==> src/rtl/axis_detector_arbiter.sv <==
// axis_detector_arbiter
//   Merges NUM_PORTS detector reader streams (tvalid only, no backpressure)
//   into one AXI4-Stream master. Each port feeds a FIFO_DEPTH-entry FIFO.
//   The FIFOs are drained into a registered output stage that honours
//   m_axis_tready. A port that strobes into a full FIFO loses the event,
//   and the loss is counted in sts_data.
//
//   Build option: define AXIS_DETECTOR_ARBITER_PRIORITY_EN to use fixed
//   priority (lowest index wins) in place of round-robin.
//
// Ports
//   aclk, aresetn          clock, synchronous active-low reset
//   cfg_data[P]            per-port enable mask
//   s_axis_tdata/tvalid    reader inputs, port i at tdata[i*W +: W]
//   m_axis_tdata/tid/tvalid/tready  merged output stream (tid = source port)
//   sts_data[32]           saturating count of dropped events

module axis_detector_arbiter_fifo #(
  parameter int W     = 128,
  parameter int DEPTH = 4
) (
  input  logic         aclk,
  input  logic         aresetn,
  input  logic         wr_en,
  input  logic [W-1:0] wr_data,
  input  logic         rd_en,
  output logic [W-1:0] rd_data,
  output logic         empty,
  output logic         full
);
  localparam int AW = $clog2(DEPTH);

  logic [W-1:0] mem [DEPTH];
  // The extra MSB tells full from empty when the index bits match.
  logic [AW:0]  wr_ptr, rd_ptr;

  assign empty   = (wr_ptr == rd_ptr);
  assign full    = (wr_ptr[AW] != rd_ptr[AW]) && (wr_ptr[AW-1:0] == rd_ptr[AW-1:0]);
  assign rd_data = mem[rd_ptr[AW-1:0]];

  always_ff @(posedge aclk) begin
    if (wr_en) mem[wr_ptr[AW-1:0]] <= wr_data;
  end

  always_ff @(posedge aclk) begin
    if (!aresetn) begin
      wr_ptr <= '0;
      rd_ptr <= '0;
    end else begin
      if (wr_en) wr_ptr <= wr_ptr + 1'b1;
      if (rd_en) rd_ptr <= rd_ptr + 1'b1;
    end
  end
endmodule

module axis_detector_arbiter #(
  parameter int NUM_PORTS        = 4,
  parameter int AXIS_TDATA_WIDTH = 128,
  parameter int FIFO_DEPTH       = 4
) (
  input  logic                                  aclk,
  input  logic                                  aresetn,
  input  logic [NUM_PORTS-1:0]                  cfg_data,
  input  logic [NUM_PORTS*AXIS_TDATA_WIDTH-1:0] s_axis_tdata,
  input  logic [NUM_PORTS-1:0]                  s_axis_tvalid,
  output logic [AXIS_TDATA_WIDTH-1:0]           m_axis_tdata,
  output logic [$clog2(NUM_PORTS)-1:0]          m_axis_tid,
  output logic                                  m_axis_tvalid,
  input  logic                                  m_axis_tready,
  output logic [31:0]                           sts_data
);
  localparam int W   = AXIS_TDATA_WIDTH;
  localparam int IDW = $clog2(NUM_PORTS);
  localparam int CW  = $clog2(NUM_PORTS + 1);

  logic [NUM_PORTS-1:0]        empty, full, wr_en, pop, drop;
  logic [NUM_PORTS-1:0][W-1:0] head;
  logic                        loadable, gnt_vld, load;
  logic [IDW-1:0]              gnt_idx;
  logic [CW-1:0]               drop_cnt;
  logic [32:0]                 sts_sum;

  assign loadable = ~m_axis_tvalid | m_axis_tready;
  assign load     = loadable & gnt_vld;

  for (genvar i = 0; i < NUM_PORTS; i++) begin : g_port
    // A full FIFO still takes the write when it is popped in the same cycle.
    assign pop[i]   = load & (gnt_idx == IDW'(i));
    assign wr_en[i] = s_axis_tvalid[i] & cfg_data[i] & (~full[i] | pop[i]);
    assign drop[i]  = s_axis_tvalid[i] & cfg_data[i] & full[i] & ~pop[i];

    axis_detector_arbiter_fifo #(.W(W), .DEPTH(FIFO_DEPTH)) u_fifo (
      .aclk    (aclk),
      .aresetn (aresetn),
      .wr_en   (wr_en[i]),
      .wr_data (s_axis_tdata[i*W +: W]),
      .rd_en   (pop[i]),
      .rd_data (head[i]),
      .empty   (empty[i]),
      .full    (full[i])
    );
  end

`ifdef AXIS_DETECTOR_ARBITER_PRIORITY_EN
  // Descending scan so the lowest non-empty index is the last one written.
  always_comb begin
    gnt_vld = 1'b0;
    gnt_idx = '0;
    for (int k = NUM_PORTS - 1; k >= 0; k--) begin
      if (!empty[k]) begin
        gnt_vld = 1'b1;
        gnt_idx = IDW'(k);
      end
    end
  end
`else
  logic [IDW-1:0] rr_ptr;

  // Descending distance from rr_ptr so the nearest port after it wins.
  always_comb begin
    gnt_vld = 1'b0;
    gnt_idx = '0;
    for (int k = NUM_PORTS; k >= 1; k--) begin
      int idx;
      idx = int'(rr_ptr) + k;
      if (idx >= NUM_PORTS) idx = idx - NUM_PORTS;
      if (!empty[IDW'(idx)]) begin
        gnt_vld = 1'b1;
        gnt_idx = IDW'(idx);
      end
    end
  end

  always_ff @(posedge aclk) begin
    if (!aresetn)  rr_ptr <= IDW'(NUM_PORTS - 1);
    else if (load) rr_ptr <= gnt_idx;
  end
`endif

  always_ff @(posedge aclk) begin
    if (!aresetn) begin
      m_axis_tvalid <= 1'b0;
      m_axis_tdata  <= '0;
      m_axis_tid    <= '0;
    end else if (loadable) begin
      m_axis_tvalid <= gnt_vld;
      if (gnt_vld) begin
        m_axis_tdata <= head[gnt_idx];
        m_axis_tid   <= gnt_idx;
      end
    end
  end

  // All drops of one cycle are added in a single saturating step.
  always_comb begin
    drop_cnt = '0;
    for (int i = 0; i < NUM_PORTS; i++) drop_cnt = drop_cnt + CW'(drop[i]);
  end

  assign sts_sum = {1'b0, sts_data} + 33'(drop_cnt);

  always_ff @(posedge aclk) begin
    if (!aresetn) sts_data <= '0;
    else          sts_data <= sts_sum[32] ? 32'hFFFF_FFFF : sts_sum[31:0];
  end
endmodule

==> config.mk <==
export PLATFORM = sky130hd
export DESIGN_NAME = axis_detector_arbiter
export DESIGN_NICKNAME = d
export VERILOG_FILES = /design/src/rtl/axis_detector_arbiter.sv
export SDC_FILE = /design/constraint.sdc
export NUM_CORES = 2
export LEC_CHECK = 0
export CORE_MARGIN = 3
export CORE_UTILIZATION = 62
export CTS_BUF_LIST = sky130_fd_sc_hd__clkbuf_8
export DETAILED_ROUTE_END_ITERATION = 8
export GPL_TIMING_DRIVEN = 0
export MAX_ROUTING_LAYER = met4
export PLACE_DENSITY_LB_ADDON = 0.05
export RECOVER_POWER = 50
export REMOVE_ABC_BUFFERS = 1
export SYNTH_ARGS = -nofsm -noshare
export SYNTH_HDL_FRONTEND = slang
export SYNTH_SLANG_ARGS = --single-unit
==> constraint.sdc <==
create_clock -name aclk -period 39.8 [get_ports aclk]
set_clock_uncertainty 0.1 [all_clocks]
set_input_delay 7.96 -clock aclk [delete_from_list [all_inputs] [get_ports aclk]]
set_output_delay 7.96 -clock aclk [all_outputs]
set_load 0.02 [all_outputs]
==> results.cfg <==
[yosys]
synth_top_area_share_pct = 70.0
synthAdderAreaFrac_pct = 0.368
yosysTopAreaCell = edfxtp_1
synth_seq_cells = 2245
synth_area_leaders = edfxtp_1 70%, mux4_2 13%, dfxtp_1 4.5%
syn_inst = 4491
yosys.area_share.simple_pct = 1.93
syn_area_per_cell_um2 = 19.6
synth-seq-area-share_pct = 74.5
synth_edf_count = 2048
synth_top_family_by_area = multiplexers
synth_async_sr_flop_share_pct = 0
yosys-mux-area-fraction_pct = 13.2
synth_warnings = 0
synth_flop_cell = edfxtp_1
synth_xor_area_share_pct = 0.359
syn_area_um2 = 87800
synth_compound_area_share_pct = 7.84
synth_cell_types = 55

[grt]
grt_pass1_wl_um = 379000
grt_remaining_overflow = 0
antenna_found_initial = 222
grt_start_max_net_pins = 88
grt_usage_pct = 37.4
grt_pass1_vias = 53700

[setup_path]
cp_max_fo = 87
worstPathArrival_ns = 18.82
cp_num_buf_inv = 4
rr_worst_depth = 16
r2r_setup_slack_ns = 32.12
critPathCapture = g_port[3].u_fifo.wr_ptr[0]$_SDFFE_PN0P_
path_delay_family = buffers and inverters
start_kind = primary input
crit_path_end_kind = register
cp_slowest_cell = clkbuf_1
critPathLaunch = aresetn
max_stage_delay_ns = 4.52
required_ns = 40.59
rr_endpoint = sts_data[0]$_SDFF_PN0_
reg2reg_from = g_port[2].u_fifo.wr_ptr[1]$_SDFFE_PN0P_
crit_chain = clkbuf_1, clkbuf_1, inv_1, clkbuf_1, nor3_1, nand3_1, nand3_1
crit_top_cell = clkbuf_1
crit_cells = 7
crit_type = in -> reg

[job]
cap_violations = 7

[route]
ant_nets = 0
drtIter0Drc = 6510
detail_route.wirelength_um = 263000
via_per_inst = 6.70
met3_length_um = 34000
remaining_drc_errors = 0
wl_per_cell_um = 33.3
dr.pass1.iters = 6
top_layer = met4
wl_met2_um = 125000
m1WireLength_um = 92500
dr_total_vias = 52900

[clocking]
clk_pin_slew_ns = 0.06
holdBufCountCts = 0
ctsResizeCount = 0
clk_latency_ns = 1.00
cts_tree = done
cts-root-buf = clkbuf_8
clock_path_buffers = 4
cts.htree.levels = 5
cts_buffers = 364
postCtsSetupBuffers = 0
clock-sinks = 2245

[floorplan]
placementRows = 137
design.die.area_um2 = 146000
die_w_um = 382
die_h_um = 382
io_pins = 686
start_util_pct = 62.7
coreArea_um2 = 140000

[pwr]
peakVddDrop_mv = 0.0997
powerDensity_nw_per_um2 = 70.4
power.leakage_nw = 35.4
p_total_mw = 7.65

[sta]
fin_crit_ns = 18.03
fin_crit_sh_pct = 45.3
setup_viol = 0
max_clock_freq_mhz = 55.5
setup_tns_ns = 0
tightest_slew_ns = 6.60
slew_violations = 265
slew_headroom_pct = -340
rsz0062_at_grt = false
final_hold_viol_count = 0

[cells_and_area]
layout_commonest_cell = edfxtp_1
syn2layout_area_growth_pct = 23.9
nNetsFinal = 6078
drive_gt1_share_pct = 23.1
stdcell_count = 7898
final_cell_mix = 2048 x edfxtp_1, 513 x dlygate4sd3_1, 512 x mux4_2, 408 x clkbuf_8, 304 x a21oi_1

[place]
gp_congestion = 0.798
io_buffer_count = 685
dpl.hpwl_um = 173000
place_inst = 7040

[run_status]
status = complete, but fails checks
violations = capacitance limit, slew limit

[min_path]
hp-class = reg -> reg
hold_start = m_axis_tid[1]$_SDFFE_PN0P_
## per-layer routing
layer	GRT usage, %	vias up
met4	16.3	0
met3	11.5	692
li1	-	21300
met2	55.6	3676
met1	48.4	27200
met5	-	-
## cells by family after synthesis
group,after synthesis
flops,2245
compound gates,993
mux,522
buf+inv,376
simple gates,295
xor+xnor,36
fa+ha+maj,24
## worst reg2reg max path, delay by kind of cell, from the launching register on
kind | cells | cell delay, ns
fa+ha+maj | 3 | 1.25
simple gates | 5 | 2.09
xor+xnor | 1 | 0.15
buf+inv | 4 | 1.44
flops | 1 | 0.46
compound gates | 3 | 2.08
## how the worst min path moves through the flow
| stage | end | cells after the start |
|---|---|---|
| 3_5_place_dp | m_axis_tid[1]$_SDFFE_PN0P_ | 2 |
| 5_1_grt | m_axis_tid[1]$_SDFFE_PN0P_ | 2 |
| 3_3_place_gp | m_axis_tid[1]$_SDFFE_PN0P_ | 2 |
| 6_report | m_axis_tid[1]$_SDFFE_PN0P_ | 2 |
| 2_1_floorplan | g_port[0].u_fifo.wr_ptr[2]$_SDFFE_PN0P_ | 2 |
| 4_1_cts | m_axis_tid[1]$_SDFFE_PN0P_ | 2 |
## state kept, by name, indices dropped and copies added, names as in the netlist, named ones only
register / cells
rr_ptr: 2
g_port.u_fifo.mem: 2048
m_axis_tid: 2
m_axis_tdata: 128
m_axis_tvalid: 1
sts_data: 32
g_port.u_fifo.rd_ptr: 12
g_port.u_fifo.wr_ptr: 12
## per-stage QoR
stage | cell area, µm² | setup slack, ns | utilization (%) | hold slack (ns)
floorplan | 86400 | 12.51 | - | 0.354
global placement | 95600 | -58.73 | 68.2 | 0.342
detailed placement | 102000 | 25.78 | 72.6 | 0.357
CTS | 108000 | 26.80 | 77.4 | 0.368
global route | 109000 | 21.59 | 77.6 | 0.397
finish | 109000 | 21.77 | 77.7 | 0.369
## cells in the mapped netlist, types with 13 or more instances
cell and number:
ha_1 21, o211ai_1 257, dfxtp_1 197, o31a_1 128
and2_1 140, inv_1 17, edfxtp_1 2048, clkbuf_1 286
a21oi_1 304, o31ai_1 259, mux4_2 512, nand3_1 29
buf_4 13, xor2_1 26, nor2_1 14, nand2_1 43
buf_2 49
## power breakdown
part / internal, mW / switching [mW] / total, mW
combinational: 1.19 / 1.74 / 2.93
clock: 0.967 / 0.882 / 1.85
sequential: 2.79 / 0.0830 / 2.87
## area by class of cell
class,instances,area (µm²)
Multi-Input combinational cell,1870,21000
Sequential cell,2245,65500
Clock buffer,408,5620
Timing Repair Buffer,1033,12700
Clock inverter,241,1100
Antenna cell,208,520
Inverter,17,63.8
Tap cell,1876,2350
Fill cell,7535,31300
(Power assumes the default switching activity.)
